$ cat src/rtl/arith_pkg.sv
// Shared arithmetic-library types, constants and elaboration helpers.
package arith_pkg;

   typedef enum logic [1:0] {
      IDLE = 2'd0,
      RUN  = 2'd1,
      DONE = 2'd2
   } state_e;

   localparam logic ADD = 1'b0;
   localparam logic SUB = 1'b1;

   // Ceiling log2 for sizing counters at elaboration time.
   function automatic int unsigned clog2(input int unsigned v);
      int unsigned r;
      r = 0;
      while ((64'd1 << r) < 64'(v)) begin
         r = r + 1;
      end
      return r;
   endfunction

endpackage

$ cat src/rtl/fa1.sv
// Single-bit full-adder cell.
module fa1 (
   output logic s,
   output logic cout,
   input  logic a,
   input  logic b,
   input  logic cin
);

   assign s    = a ^ b ^ cin;
   assign cout = (a & b) | (cin & (a ^ b));

endmodule

$ cat src/rtl/serial_addsub.sv
// Multi-cycle adder/subtractor: DIGIT bits per clock through a ripple chain of fa1 cells.
module serial_addsub
   import arith_pkg::*;
#(
   parameter int unsigned WIDTH = 8,
   parameter int unsigned DIGIT = 1
) (
   input  logic             clk,
   input  logic             rst,
   input  logic             start,
   input  logic             sub,
   input  logic [WIDTH-1:0] a,
   input  logic [WIDTH-1:0] b,
   output logic             busy,
   output logic             done,
   output logic [WIDTH-1:0] sum,
   output logic             cout,
   output logic             ovf
);

   localparam int unsigned STEPS = WIDTH / DIGIT;
   localparam int unsigned CNT_W = (clog2(STEPS) < 1) ? 1 : clog2(STEPS);

   if (WIDTH < 2 || DIGIT == 0 || (WIDTH % DIGIT) != 0) begin : gen_bad_params
      $error("serial_addsub: WIDTH must be >= 2 and a multiple of DIGIT");
   end

   state_e           state;
   logic [WIDTH-1:0] a_sh;
   logic [WIDTH-1:0] b_sh;
   logic             carry;
   logic [CNT_W-1:0] count;

   // c[i] is the carry into cell i of this step; c[DIGIT] leaves the chain.
   logic [DIGIT:0]   c;
   logic [DIGIT-1:0] s_dig;

   assign c[0] = carry;

   for (genvar i = 0; i < DIGIT; i++) begin : gen_chain
      fa1 u_fa1 (
         .s    (s_dig[i]),
         .cout (c[i+1]),
         .a    (a_sh[i]),
         .b    (b_sh[i]),
         .cin  (c[i])
      );
   end

   // Control FSM and datapath registers; all outputs are registered here.
   always_ff @(posedge clk) begin
      if (rst) begin
         state <= IDLE;
         busy  <= 1'b0;
         done  <= 1'b0;
         sum   <= '0;
         cout  <= 1'b0;
         ovf   <= 1'b0;
         a_sh  <= '0;
         b_sh  <= '0;
         carry <= 1'b0;
         count <= '0;
      end else begin
         case (state)
            IDLE, DONE: begin
               done <= 1'b0;
               if (start) begin
                  // Subtraction is a + ~b + 1, the +1 entering as the initial carry.
                  a_sh  <= a;
                  b_sh  <= (sub == SUB) ? ~b : b;
                  carry <= sub;
                  count <= '0;
                  busy  <= 1'b1;
                  state <= RUN;
               end else begin
                  state <= IDLE;
               end
            end
            RUN: begin
               a_sh  <= a_sh >> DIGIT;
               b_sh  <= b_sh >> DIGIT;
               sum   <= WIDTH'({s_dig, sum} >> DIGIT);
               carry <= c[DIGIT];
               count <= count + 1'b1;
               if (count == CNT_W'(STEPS - 1)) begin
                  // Final digit holds the MSB, so c[DIGIT-1] is the carry into bit WIDTH-1.
                  cout  <= c[DIGIT];
                  ovf   <= c[DIGIT-1] ^ c[DIGIT];
                  busy  <= 1'b0;
                  done  <= 1'b1;
                  state <= DONE;
               end
            end
            default: begin
               busy  <= 1'b0;
               done  <= 1'b0;
               state <= IDLE;
            end
         endcase
      end
   end

endmodule

$ cat config.mk
export PLATFORM = sky130hd
export DESIGN_NAME = serial_addsub
export DESIGN_NICKNAME = d
export VERILOG_FILES = /design/src/rtl/arith_pkg.sv /design/src/rtl/fa1.sv /design/src/rtl/serial_addsub.sv
export SDC_FILE = /design/constraint.sdc
export NUM_CORES = 1
export LEC_CHECK = 0
export ABC_AREA = 1
export CAP_MARGIN = 20
export CORE_MARGIN = 3
export CORE_UTILIZATION = 25
export CTS_BUF_LIST = sky130_fd_sc_hd__clkbuf_8
export CTS_CLUSTER_SIZE = 10
export DETAILED_ROUTE_END_ITERATION = 16
export GPL_ROUTABILITY_DRIVEN = 0
export HOLD_SLACK_MARGIN = 0.12
export SLEW_MARGIN = 20
export SYNTH_ARGS = -nofsm -noshare
export SYNTH_HDL_FRONTEND = slang
export SYNTH_SLANG_ARGS = --single-unit
$ cat constraint.sdc
create_clock -name clk -period 1.6 [get_ports clk]
set_input_delay 0.16 -clock clk [delete_from_list [all_inputs] [get_ports clk]]
set_output_delay 0.16 -clock clk [all_outputs]
set_load 0.01 [all_outputs]
Yosys cells after proc, flatten, opt, wreduce, memory -nomap -nowiden:

Cells that the tools add are included.

* $add $sub $neg: 1
* equality and inequality tests: 5
* mux-type cells: 15
* bitwise logic cells: 8
* reduce and logical (&&, ||, !) cells: 7

Operators by type and width (count)
* case mux 8 bit (2 select lines): 2
* two-way mux 8 bit: 3
* NOT 8 bit: 1
* case mux 3 bit (2 select lines): 1
* AND reduction 2 bit: 3
* two-way mux 1 bit: 4
* inequality test 2 bit, second input constant: 2
* case mux 1 bit (2 select lines): 2
* case mux 2 bit (2 select lines): 1
* OR reduction 2 bit: 2
* adder 3 x 1 -> 3 bit, second input constant: 1
* == test 3 bit, second input constant: 1
* two-way mux 3 bit: 1
* bitwise XOR 1 bit: 3
* AND 1 bit: 2
* == test 2 x 1 -> 1 bit, second input constant: 1
* == test 2 bit, second input constant: 1
* logical NOT 2 bit: 1
* two-way mux 2 bit: 1
* nonzero test 2 bit: 1
* NOT 1 bit: 1
* bitwise OR 1 bit: 1

* flip-flop bits (word level): 34
* bits of input ports: 20
* output and inout port bits: 12
* logic and storage cells: 46

Logic depth before layout (Yosys ltp):

* word-level depth: 4
* gate-level depth with buffers: 8
* mapped depth without buffers: 7

Cells and area by module:

From an unflattened synthesis, not the netlist that was laid out.

* cell total of the unflattened synthesis: 229
* area, all modules: 1552.7 µm²

By module, submodules not included
* serial_addsub: instances 1, cells an instance 228, area each 1532.7 µm², sequential area each 680.7 µm²
* fa1: instances 1, cells an instance 1, area each 20.0 µm², sequential area each 0.0 µm²

Worst setup path after synthesis:

OpenSTA, ideal clock, no wires.

* path type: register to register
* from: register carry
* to: register ovf
* setup time: 0.116 ns
* data arrival time: 1.092 ns
* data required time: 1.484 ns
* path slack: 0.393 ns
* cell stages (with the launch flop): 5
* buffers on the path: 0
* clock period less this slack: 1.207 ns
* path through: dfxtp_1 -> fa_1 -> xor2_1 -> nor2_1 -> nor2_1

* longest elaborated chain between the ends: 3

RTL lines
* start, declared: line serial_addsub.sv:31 `logic carry;`
* start signal, assigned: line serial_addsub.sv:71 `carry <= sub;`
* start signal, assigned: line serial_addsub.sv:83 `carry <= c[DIGIT];`
* AND 1 bit: line fa1.sv:11 `assign cout = (a & b) | (cin & (a ^ b));`
* bitwise OR 1 bit: line fa1.sv:11
* net gen_chain[0].u_fa1.cout: line fa1.sv:4 `output logic cout,`
* bitwise XOR 1 bit: line serial_addsub.sv:88 `ovf <= c[DIGIT-1] ^ c[DIGIT];`
* end signal, assigned: line serial_addsub.sv:88
* end, declared: line serial_addsub.sv:18 `output logic ovf`

The timed path passes the listed nets, and every way through them passes these cells.
A chain may end at the register's enable or synchronous reset.

Final worst setup path:

* from: register sum[7]
* to: output port sum[7]

RTL lines
* start, declared: line serial_addsub.sv:16 `output logic [WIDTH-1:0] sum,`
* start signal, assigned: line serial_addsub.sv:82 `sum <= WIDTH'({s_dig, sum} >> DIGIT);`

No word-level cell between the ends.

==> results_dict.tcl <==
set metrics [dict create \
    outcome "complete, no violations" \
    final_common_cell "nand2_1" \
    synth_nets 249 \
    period_share_pct 84.0 \
    seqPwrFrac_pct 49.5 \
    dr.pass1.iters 4 \
    vias 1422 \
    cts_tree "built" \
    cts_num_sinks 34 \
    rows 28 \
    powerDensity_mw_per_mm2 930 \
    post-route-drc-count 0 \
    p_leak_nw 0.956 \
    drt_wl_total_um 3440 \
    max_freq_mhz 744 \
    vias_per_cell 4.22 \
    hp-class "reg -> reg" \
    placed_cell_area_sq_mm 0.00195 \
    cts_root_buffer "clkbuf_8" \
    path_delay_family "buffers and inverters" \
    htree_levels 2 \
    crit_slowest_cell "clkdlybuf4s50_1" \
    yosys_warnings 0 \
    ant_nets 0 \
    clock_path_buffers 2 \
    drtIter0Drc 96 \
    cp.arrival_ns 1.18 \
    yosysSeqAreaShare_pct 43.7 \
    vdd_drop_max_uv 452 \
    grt_max_degree 22 \
    hold_buffers 0 \
    fin_worst_skew_ns 0.00339 \
    slew_headroom_pct 72.2 \
    p_switching_uw 500 \
    synthCells 226 \
    layout_common_cells "nand2_1 (74), dfxtp_1 (34), clkdlybuf4s50_1 (31)" \
    antenna_found_initial 0 \
    critPathLaunchType "register" \
    synth-seq-cells 34 \
    crit_fanout 3 \
    p_clk_share_pct 33.3 \
    grt_pass1_wl_um 5820 \
    die_area_sq_mm 0.00721 \
    finalPower_mw 1.90 \
    worst-path-buf-inv 1 \
    drv_slew 0 \
    core_area_sq_mm 0.00599 \
    worst_setup_path_end_kind "output port" \
    clk_pin_slew_worst_paths_ns 0.07 \
    grt_setup_unrepaired "false" \
    drt-wirelength-per-cell_um 10.2 \
    pre_cts_ws_ns 0.214 \
    n_antenna_cell 0 \
    path_class "reg -> out" \
    cts_setup_buffers 0 \
    p_comb_share_pct 17.3 \
    drv_cap 0 \
    timing.final.ws_setup_ns 0.256 \
    cts_made_buffers 5 \
    syn_area_sq_mm 0.00156 \
    setup_viol 0 \
    switching_share_pct 26.3 \
    grt_overflow 0 \
    grt_pass1_vias 1316 \
    ctsResizeCount 0 \
    area_growth_pct 31.2 \
    grtUsageTotal_pct 10.1 \
    die_x_um 84.9 \
    clk_latency_ns 0.28 \
    path_cells "clkdlybuf4s50_1" \
    required_ns 1.44 \
    tns_ns 0 \
    final_nets 284 \
    cp_slowest_stage_delay_ns 0.55 \
    place.detailed.hpwl_um 2500 \
    syn_avg_cell_area_sq_um 6.89 \
    ys_types 22 \
    tightest_slew_ns 0.416 \
    floorplan.initialDensity_pct 26.0 \
    final_layout_size_suffix_gt1_share_pct 7.25 \
    layout_min_cycle_time_ns 1.34 \
    internal_power_mw 1.40 \
    ioPinCount 32 \
    fin_util_pct 34.1 \
    portBuffers 31 \
    stdcell_area_sq_mm 0.00204 \
    die_y_um 84.9 \
    finalHoldViolCount 0 \
]
==> flip-flops by register name (all words and copies together) (netlist names) <==
register	count
b_sh	8
sum	8
count	3
busy	1
ovf	1
done	1
a_sh	8
carry	1
state	2
cout	1
==> final cells by class <==
type                       instances  area (sq um)
fill                             630          3950
multi-input combinational        155           709
sequential                        34           681
timing repair buffer              36           360
inverter                          29           109
tap                               75          93.8
clock buffer                       6          82.6
clock inverter                     2          8.76
==> Yosys cell counts <==
library cell  number  area share (%)
nand2_2            2            0.80
buf_6              3             2.2
nor2_1            24             5.8
clkbuf_1           1            0.24
buf_4              1            0.48
nor2_2             1            0.40
nor2_4             1            0.72
buf_2              2            0.64
ha_1               2             1.6
a21oi_1           12             3.9
nand3_1           20             6.4
fa_1               1             1.3
dfxtp_1           34              44
nor3_1             1            0.32
buf_1              1            0.24
nand2_4            1            0.72
xor2_1             2             1.1
nand2_1           74              18
inv_1             27             6.5
o21a_1             1            0.48
inv_2              2            0.48
o21ai_0           13             4.2
==> metal layers <==
layer,wire [um],global-route usage [%],up-vias
met5,0,0,-
met3,177,3.01,4
li1,-,-,764
met2,1550,16.6,28
met4,53,4.75,0
met1,1660,12.0,626
==> worst paths after layout <==
path | start | to | slack (ns) | cells after the start
worst max-delay path | sum[7] | sum[7] | 0.26 | 1
worst min-delay path | a_sh[7] | a_sh[6] | 0.46 | 2
worst max register to register | carry | ovf | 0.31 | 4
worst min register to register | a_sh[7] | a_sh[6] | 0.46 | 2
==> stage by stage <==
stage | cells | hold slack [ns]
5_1_grt | 337 | 0.485
2_1_floorplan | 226 | 0.229
3_3_place_gp | 329 | 0.443
6_report | 337 | 0.459
3_5_place_dp | 329 | 0.444
4_1_cts | 337 | 0.460
==> power by group through the flow <==
stage	clock network (mW)	logic (mW)	registers [mW]
floorplan	0	0.190	0.961
global placement	0	0.329	0.958
detailed placement	0	0.331	0.959
CTS	0.655	0.332	0.941
global route	0.685	0.374	0.948
finish	0.633	0.328	0.941
==> cells by family (layout without fill, tap and decap cells) <==
| kind of cell | count (synthesis) | after routing | share of synthesized area, % |
|---|---|---|---|
| buffers and inverters | 37 | 73 | 10.8 |
| AND/OR/NAND/NOR | 124 | 124 | 33.0 |
| adder cells (fa/ha/maj) | 3 | 3 | 2.89 |
| AO/OA/AOI/OAI | 26 | 26 | 8.51 |
| flip-flops | 34 | 34 | 43.7 |
| XOR/XNOR | 2 | 2 | 1.12 |
Note: power is estimated with default switching activity, not from simulation.
